--- src/rtl/mem_access_unit.sv ---
`default_nettype none
// ==========================================================================
// mem_access_unit: byte/half/word load-store front end for word-wide memory
// Revision: 1.0
// ==========================================================================
module mem_access_unit #(
  parameter int ADDR_WIDTH = 12
) (
  input  logic                  clk,
  input  logic                  clr,
  input  logic                  req,
  input  logic                  we,
  input  logic [1:0]            size,
  input  logic                  sign_ext,
  input  logic [ADDR_WIDTH-1:0] addr,
  input  logic [31:0]           wdata,
  output logic                  busy,
  output logic                  done,
  output logic                  err,
  output logic [31:0]           rdata,
  output logic [ADDR_WIDTH-1:0] mem_addr,
  output logic [31:0]           mem_wdata,
  output logic                  mem_we,
  input  logic [31:0]           mem_rdata
);

  typedef enum logic [2:0] {
    S_IDLE = 3'd0,
    S_LOAD = 3'd1,
    S_RD   = 3'd2,
    S_WR   = 3'd3,
    S_DONE = 3'd4
  } state_t;

  state_t                  state_q, state_d;
  logic                    we_q, we_d;
  logic [1:0]              size_q, size_d;
  logic                    sign_ext_q, sign_ext_d;
  logic [ADDR_WIDTH-1:0]   addr_q, addr_d;
  logic [31:0]             wdata_q, wdata_d;
  logic [31:0]             merge_q, merge_d;
  logic [31:0]             rdata_q, rdata_d;
  logic                    err_q, err_d;

  logic                    req_bad;
  logic [31:0]             lane_shift;
  logic [15:0]             lane_half;
  logic [31:0]             load_val;
  logic [31:0]             merged;

  assign req_bad = (size == 2'b11) ||
                   ((size == 2'b01) && addr[0]) ||
                   ((size == 2'b10) && (addr[1:0] != 2'b00));

  always_comb begin
    lane_shift = mem_rdata >> {addr_q[1:0], 3'b000};
    lane_half  = addr_q[1] ? mem_rdata[31:16] : mem_rdata[15:0];
    case (size_q)
      2'b00:   load_val = {{24{sign_ext_q & lane_shift[7]}}, lane_shift[7:0]};
      2'b01:   load_val = {{16{sign_ext_q & lane_half[15]}}, lane_half};
      default: load_val = mem_rdata;
    endcase
  end

  // Only the addressed lane is replaced; the rest keeps the word just read.
  always_comb begin
    merged = mem_rdata;
    if (size_q == 2'b00) begin
      merged[{addr_q[1:0], 3'b000} +: 8] = wdata_q[7:0];
    end else begin
      merged[{addr_q[1], 4'b0000} +: 16] = wdata_q[15:0];
    end
  end

  always_comb begin
    state_d    = state_q;
    we_d       = we_q;
    size_d     = size_q;
    sign_ext_d = sign_ext_q;
    addr_d     = addr_q;
    wdata_d    = wdata_q;
    merge_d    = merge_q;
    rdata_d    = rdata_q;
    err_d      = err_q;
    case (state_q)
      S_IDLE: begin
        if (req) begin
          we_d       = we;
          size_d     = size;
          sign_ext_d = sign_ext;
          addr_d     = addr;
          wdata_d    = wdata;
          err_d      = req_bad;
          if (req_bad)            state_d = S_DONE;
          else if (!we)           state_d = S_LOAD;
          else if (size == 2'b10) state_d = S_WR;
          else                    state_d = S_RD;
        end
      end
      S_LOAD: begin
        rdata_d = load_val;
        state_d = S_DONE;
      end
      S_RD: begin
        merge_d = merged;
        state_d = S_WR;
      end
      S_WR:    state_d = S_DONE;
      S_DONE:  state_d = S_IDLE;
      default: state_d = S_IDLE;
    endcase
  end

  always_ff @(posedge clk) begin
    if (clr) begin
      state_q    <= S_IDLE;
      we_q       <= 1'b0;
      size_q     <= 2'b00;
      sign_ext_q <= 1'b0;
      addr_q     <= '0;
      wdata_q    <= '0;
      merge_q    <= '0;
      rdata_q    <= '0;
      err_q      <= 1'b0;
    end else begin
      state_q    <= state_d;
      we_q       <= we_d;
      size_q     <= size_d;
      sign_ext_q <= sign_ext_d;
      addr_q     <= addr_d;
      wdata_q    <= wdata_d;
      merge_q    <= merge_d;
      rdata_q    <= rdata_d;
      err_q      <= err_d;
    end
  end

  assign busy  = (state_q != S_IDLE);
  assign done  = (state_q == S_DONE);
  assign err   = (state_q == S_DONE) && err_q;
  assign rdata = rdata_q;

  // clr gates the write strobe combinationally so an aborted WR never lands.
  assign mem_we    = (state_q == S_WR) && !clr;
  assign mem_addr  = ((state_q == S_LOAD) || (state_q == S_RD) || (state_q == S_WR)) ?
                     {addr_q[ADDR_WIDTH-1:2], 2'b00} : '0;
  assign mem_wdata = mem_we ? ((size_q == 2'b10) ? wdata_q : merge_q) : 32'h0;

  // we_q is kept for completeness of the captured request.
  logic unused_we;
  assign unused_we = we_q;

endmodule
`default_nettype wire

--- config.mk ---
export PLATFORM = sky130hd
export DESIGN_NAME = mem_access_unit
export DESIGN_NICKNAME = d
export VERILOG_FILES = /design/src/rtl/mem_access_unit.sv
export SDC_FILE = /design/constraint.sdc
export NUM_CORES = 1
export LEC_CHECK = 0
export BUFFER_PORTS_ARGS = -buffer_cell sky130_fd_sc_hd__buf_4
export CAP_MARGIN = 15
export CORE_MARGIN = 3
export CORE_UTILIZATION = 47
export DETAILED_ROUTE_END_ITERATION = 16
export PLACE_DENSITY = 0.8
export SETUP_SLACK_MARGIN = 0.5
export SYNTH_ARGS = -nofsm -noshare
export SYNTH_HDL_FRONTEND = slang
export SYNTH_SLANG_ARGS = --single-unit
--- constraint.sdc ---
create_clock -name clk -period 3.7 [get_ports clk]
set_clock_uncertainty 0.1 [all_clocks]
set_input_delay 0.74 -clock clk [delete_from_list [all_inputs] [get_ports clk]]
set_output_delay 0.74 -clock clk [all_outputs]
set_load 0.05 [all_outputs]
==> impl_results.md, run 1 <==
* Most common library cell in the layout ignoring fill and taps: sky130_fd_sc_hd__nand2_1
* Number of flops mapped to enable cells by yosys at 0
* Highest clock rate at 331 MHz
* Top post-synthesis cells by area: sky130_fd_sc_hd__dfxtp_1 39%, sky130_fd_sc_hd__nand2_1 14%, sky130_fd_sc_hd__a21oi_1 7.7%
* Max-Slew Margin vs Limit at 0.281
* Final Hold Vio Count at 0
* Count of synthesis-stage warnings from yosys at 0
* Initial antenna violation count at 0
* Proportion of layout cells with a drive suffix above 1 at 0.273
* Core region area at 12200 um2
* CP Cell Sequence: buf_8, clkinvlp_4, nor2_2, buf_4, nand2_1, a21oi_1, buf_4
* Area growth, synth to finish at 30.9%
* Total count of max-transition violations in the final report at 0
* Total track usage at 0.269
* Largest net degree at the start of global routing at 49
* Launching element type of the critical path: flip-flop
* # port buffers at 160
* Initial Utilization at 0.488
* Post-synthesis instance area at 5930 um2
* Time the final worst path needs with I/O delays and setup at 3.02 ns
* Overall die width at 118 um
* Largest area contributor in the synthesized netlist: sky130_fd_sc_hd__dfxtp_1
* Worst hold path class: reg -> reg
* Via/cell ratio at 5.68
* Async S/R FF share, synth at 0
* Largest buffer count on any clock path at 2
* Max-capacitance violation count at 0
* Clock latency at the later pin of the worst-skew pair at 0.41 ns
* R2r worst-path depth at 6
* Delay contributed by the slowest stage of the critical path at 0.37 ns
* Seq. cell area at 2300 um2
* # fillers at 1089
* Average detailed-routed wire length per instance at 17.6 um
* Hold buffer count at cts at 0
* Avg Synthesized Cell Area at 7.63 um2
* Sequential-to-total area share from yosys stat at 0.388
* Count of cells along the worst hold path at 2
* Commonest cells after routing, fill and taps aside: 219 x sky130_fd_sc_hd__nand2_1, 179 x sky130_fd_sc_hd__buf_4, 113 x sky130_fd_sc_hd__dfxtp_1
* Crit-path max FO at 40
* Setup violators final at 0
* Die Height at 118 um
* Crit path max-delay cell type: sky130_fd_sc_hd__dfxtp_1
* Nets at 999
* Category of the most critical setup path: reg -> out
* Number of CTS-inserted buffers at 17
* Placer Congestion at 0.914
* TritonCTS Sinks at 115
* Final ANT Viol Nets at 0
* Final global-route overflow total at 0
* Via count of the first global-routing pass at 5759
* Setup Total Neg Slack at 0 ns
* Final cycle utilization of the critical path at 0.817
* CTS tree: built
* Library cells used by synthesis at 47
* CP Data Arrival Time at 2.18 ns
* Post-synthesis cell count at 778
* Number of top-level pins at 163
* DRC violation total after the first TritonRoute iteration at 498
* Synth top area share at 0.388
* Area of the multi-input gates at 3310 um2
* Status: completed
* CP dominant cell by count: sky130_fd_sc_hd__buf_4
* Pre-Repair DR Iteration Count at 5
* Area of the die at 14000 um2
* Required time of the critical path at 2.86 ns
* #FFs+latches synth at 115
* RSZ-0062 raised after global routing: no
* Peak VDD IR at 0.295 mV
* DRC Markers at 0
* Primary flip-flop cell chosen by synthesis mapping: sky130_fd_sc_hd__dfxtp_1
* Clock slew at the register clock pins of the worst setup and hold paths at 0.05 ns
* Power per standard cell area at 461 nW/um2
* First-pass GRT wire length at 30500 um
* Pleak at 3.04 nW
* Cell at the root of the clock tree: sky130_fd_sc_hd__clkbuf_16
* Measured slew at the worst slew-check pin at 1.08 ns
* Row count at 40
* HPWL after detailed placement at 13500 um
* Overall routed net length at 19200 um
* Fraction of the core area covered by cells at the end of the flow at 0.639
* Depth of the CTS H-tree at 4
* Crit. End Element: primary output
* Inserted Diodes at 0
* DR vias at 6207
-- power by group --
| part | internal [mW] | total, mW | leakage, nW | switching, mW |
|---|---|---|---|---|
| sequential | 1.32 | 1.41 | 0.938 | 0.0881 |
| combinational | 0.257 | 0.673 | 1.83 | 0.415 |
| clock | 0.958 | 1.50 | 0.274 | 0.542 |
| total | 2.53 | 3.58 | 3.04 | 1.05 |
-- metal layers --
layer | GRT usage | vias up | wire (um)
li1 | - | 2978 | -
met2 | 0.435 | 328 | 9090
met1 | 0.363 | 2864 | 7870
met4 | 0.0864 | 0 | 462
met5 | 0 | - | 0
met3 | 0.0526 | 37 | 1790
-- sequential cells by signal (all words and copies together), names as in the netlist --
register	count
addr_q	12
err_q	1
merge_q	32
rdata	32
sign_ext_q	1
size_q	2
state_q	3
wdata_q	32
-- final cells by class --
type,count,area share
timing repair buffer,180,0.175
clock buffer,28,0.0678
clock inverter,4,0.00258
inverter,10,0.00531
multi-input combinational,587,0.426
sequential,115,0.297
tap,168,0.0271
-- synthesized netlist by cell type, types with 7 or more instances --
cell type and instances:
sky130_fd_sc_hd__a221o_1 8, sky130_fd_sc_hd__nand2_1 220, sky130_fd_sc_hd__and2_1 11, sky130_fd_sc_hd__a21oi_1 91, sky130_fd_sc_hd__and3_1 10, sky130_fd_sc_hd__clkbuf_1 38
sky130_fd_sc_hd__o21ai_0 51, sky130_fd_sc_hd__nor3_1 11, sky130_fd_sc_hd__nand2b_1 8, sky130_fd_sc_hd__a211oi_1 18, sky130_fd_sc_hd__nor2_1 33, sky130_fd_sc_hd__nand3b_1 7
sky130_fd_sc_hd__a221oi_1 32, sky130_fd_sc_hd__mux2_2 31, sky130_fd_sc_hd__buf_2 23, sky130_fd_sc_hd__dfxtp_1 115, sky130_fd_sc_hd__nor2b_1 7, sky130_fd_sc_hd__inv_1 10
-- path summary, 6_finish.rpt --
path,endpoint,start,slack [ns]
setup / recovery,mem_wdata[23],size_q[1],0.68
hold / removal,addr_q[8],addr_q[8],0.35
setup reg to reg,merge_q[18],addr_q[1],0.91
hold reg to reg,addr_q[8],addr_q[8],0.35
-- metrics by stage --
step                setup WS [ns]  hold slack (ns)  power [mW]  instance area, um2  cells
global placement            0.824            0.336        2.08                7180   1056
finish                      0.678            0.346        3.58                7770   1092
CTS                         0.505            0.350        3.58                7720   1088
global route                0.522            0.366        3.72                7770   1092
floorplan                   0.667            0.325        1.85                5940    779
detailed placement          0.821            0.344        2.09                7180   1056
-- worst max-delay path, delay by kind of cell (launching register included) --
kind            cells  cell delay [ns]
buf+inv             4             0.96
compound gates      1             0.18
simple gates        2             0.24
flops               1             0.37
-- logic make-up after synthesis --
family                   share of synthesized area
other                                     0.000632
adder cells (fa/ha/maj)                     0.0105
AND/OR/NAND/NOR                              0.242
flip-flops                                   0.388
buffers and inverters                       0.0573
multiplexers                                0.0656
AO/OA/AOI/OAI                                0.236
-- repair_timing --
action                                  4_1_cts  5_1_grt
pin swaps                                     0        0
setup buffers                                 0        4
endpoints found under the setup margin       18       31
gates resized for setup                       1        4
Note: power is estimated with default switching activity, not from simulation.
==> run 2: changes to the inputs <==
==> constraint.sdc (replaced) <==
create_clock -name clk -period 2.83 [get_ports clk]
set_clock_uncertainty 0.1 [all_clocks]
set_input_delay 0.566 -clock clk [delete_from_list [all_inputs] [get_ports clk]]
set_output_delay 0.566 -clock clk [all_outputs]
set_load 0.05 [all_outputs]
==> run 2 against run 1 <==
Net effect: via count is 7.2% higher; setup slack worse by 0.27 ns; largest cell class unchanged; design area is 15% higher; non-clock buffer count is 30 higher; utilization is 9.7 points higher; global-route usage is 2.1 points higher; register-to-register slack worse by 0.27 ns; highest routed layer unchanged.
==> impl_results.md, run 2 (synthesis results as in run 1) <==
* Status: completed
* Clock latency at the later pin of the worst-skew pair at 0.41 ns (about the same)
* HPWL after detailed placement at 14000 um (+4.0%)
* Via count of the first global-routing pass at 6160 (+7.0%)
* Net switching power figure at 1.58 mW (+51%)
* Final ANT Viol Nets at 0 (unchanged)
* Nets at 1029 (+3.0%)
* Row count at 40 (unchanged)
* Final global-route overflow total at 0 (unchanged)
* Average detailed-routed wire length per instance at 20.1 um (+14%)
* Category of the most critical setup path: reg -> out
* CTS tree: built
* Critical path depth at 7 (unchanged)
* Peak VDD IR at 0.385 mV (+31%)
* Total track usage at 0.290 (+0.0207)
* Share of power burned in combinational logic at 0.213 (+0.025)
* Top Family by Delay on Critical Path: buffers and inverters
* TritonCTS Sinks at 115 (unchanged)
* Worst hold path class: in -> reg
* Delay contributed by the slowest stage of the critical path at 0.38 ns (about the same)
* # port buffers at 160 (unchanged)
* Overall routed net length at 22600 um (+17%)
* Pleak at 3.47 nW (+14%)
* Area growth, synth to finish at 50.7%
* DRC violation total after the first TritonRoute iteration at 798 (+60%)
* DR vias at 6651 (+7.2%)
* Hold buffer count at cts at 0 (unchanged)
* Inserted Diodes at 0 (unchanged)
* RSZ-0062 raised after global routing: yes
* Clock share of power at 0.417 (-0.002)
* Power per standard cell area at 555 nW/um2 (+21%)
* Number of top-level pins at 163 (unchanged)
* Initial Utilization at 0.488 (unchanged)
* Commonest cells after routing, fill and taps aside: 193 x sky130_fd_sc_hd__nand2_1, 155 x sky130_fd_sc_hd__buf_4, 109 x sky130_fd_sc_hd__dfxtp_1
* First-pass GRT wire length at 32600 um (+7.0%)
* Design internal power at 3.38 mW (+33%)
* Finished Layout Cells at 1122 (+2.7%)
* Initial antenna violation count at 0 (unchanged)
* Total count of max-transition violations in the final report at 0 (unchanged)
* CP Cell Sequence: clkinvlp_4, nor2_4, buf_12, clkbuf_16, nand2_4, a21oi_4, buf_6
* Pre-Repair DR Iteration Count at 5 (unchanged)
* Dpl cells at 1066 (+0.95%)
* Crit path max-delay cell type: sky130_fd_sc_hd__dfxtp_4
* Part of the power in registers at 0.370 (-0.023)
* Depth of the CTS H-tree at 4 (unchanged)
* Count of cells along the worst hold path at 3 (+1)
* Setup Total Neg Slack at 0 ns (unchanged)
* Area of the die at 14000 um2 (unchanged)
* Largest buffer count on any clock path at 2 (unchanged)
* Cell at the root of the clock tree: sky130_fd_sc_hd__clkbuf_16
* Number of CTS-inserted buffers at 17 (unchanged)
* Finished layout cell area at 8940 um2 (+15%)
* Measured slew at the worst slew-check pin at 0.647 ns (-0.431 ns)
* Via/cell ratio at 5.93 (+4.3%)
* Final cycle utilization of the critical path at 0.856
* Worst Path Buf+Inv at 4 (unchanged)
* Most common library cell in the layout ignoring fill and taps: sky130_fd_sc_hd__nand2_1
* DRC Markers at 0 (unchanged)
* Cell area reported after detailed placement at 7610 um2 (+6.1%)
* Time the final worst path needs with I/O delays and setup at 2.42 ns
* Proportion of layout cells with a drive suffix above 1 at 0.371 (+0.0983)
* R2r worst-path depth at 5 (-1)
* CP Data Arrival Time at 1.76 ns (-0.42 ns)
* Required time of the critical path at 2.16 ns (-0.70 ns)
* Setup violators final at 0 (unchanged)
* Launching element type of the critical path: flip-flop
* Crit-path max FO at 6 (-85%)
* Switching portion of total power at 0.319 (+0.0268)
* Largest net degree at the start of global routing at 61 (+24%)
* Max-capacitance violation count at 0 (unchanged)
* Crit. End Element: primary output
* Total power consumption of the routed design at 4.97 mW (+39%)
* Placer Congestion at 0.944 (+3.3%)
* Overall die width at 118 um (unchanged)
* Core region area at 12200 um2 (unchanged)
* Max-Slew Margin vs Limit at 0.569 (+0.288)
* Die Height at 118 um (unchanged)
* Clock slew at the register clock pins of the worst setup and hold paths at 0.06 ns (about the same)
* Highest clock rate at 413 MHz
* Final Hold Vio Count at 0 (unchanged)
## run 2: cell types whose count changed in the layout (fill, tap and decap cells not counted), moves of 16 or more
| cell | change |
|---|---|
| sky130_fd_sc_hd__nand2_2 | +16 |
| sky130_fd_sc_hd__a21oi_1 | -32 |
| sky130_fd_sc_hd__nand2_1 | -26 |
| sky130_fd_sc_hd__buf_4 | -24 |
| sky130_fd_sc_hd__buf_6 | +35 |
| sky130_fd_sc_hd__a21oi_4 | +30 |
## run 2: power by group through the flow
stage / clock network (mW) / registers [mW] / logic (mW)
after CTS: 2.07 / 1.82 / 0.970
after detailed placement: 0 / 1.85 / 0.914
after global routing: 2.14 / 1.84 / 1.12
final: 2.07 / 1.84 / 1.06
after floorplan: 0 / 1.91 / 0.520
after global placement: 0 / 1.85 / 0.904
## run 2: final timing paths
| check | start | endpoint | slack [ns] |
|---|---|---|---|
| max reg2reg | addr_q[1] | merge_q[28] | 0.64 |
| min | addr[10] | addr_q[10] | 0.30 |
| min reg2reg | addr_q[4] | addr_q[4] | 0.35 |
| max | size_q[1] | mem_wdata[7] | 0.41 |
## run 2: area by class of cell
cell class                 instances  area (um2)
multi-input combinational        587        3820
tap                              168         210
timing repair buffer             210        1990
clock buffer                      18         439
clock inverter                    14         128
sequential                       115        2320
inverter                          10        41.3
fill                             880        3220
## run 2: what timing repair did
item                       CTS  global route
resized for setup           51            62
buffers inserted             3            10
pin swaps                    1            15
setup endpoints to repair   43            69
gates cloned                 4             7
## run 2: stage by stage
step / util / worst slack, ns / hold WS (ns)
after global placement: 0.626 / 0.474 / 0.338
after CTS: 0.697 / 0.458 / 0.289
final: 0.735 / 0.408 / 0.298
after detailed placement: 0.626 / 0.420 / 0.343
after global routing: 0.735 / 0.378 / 0.297
after floorplan: - / 0.331 / 0.325
## run 2: worst min-delay path: cells and delay by family
kind / cells / cell delay, ns
buffers and inverters: 1 / 0.10
AO/OA/AOI/OAI: 1 / 0.05
AND/OR/NAND/NOR: 1 / 0.04
## run 2: layer usage
layer	up-vias	track usage	wire (um)
met5	-	0	0
met3	92	0.0727	2180
met2	404	0.472	10800
met4	0	0.112	863
met1	3110	0.370	8680
li1	3045	-	-
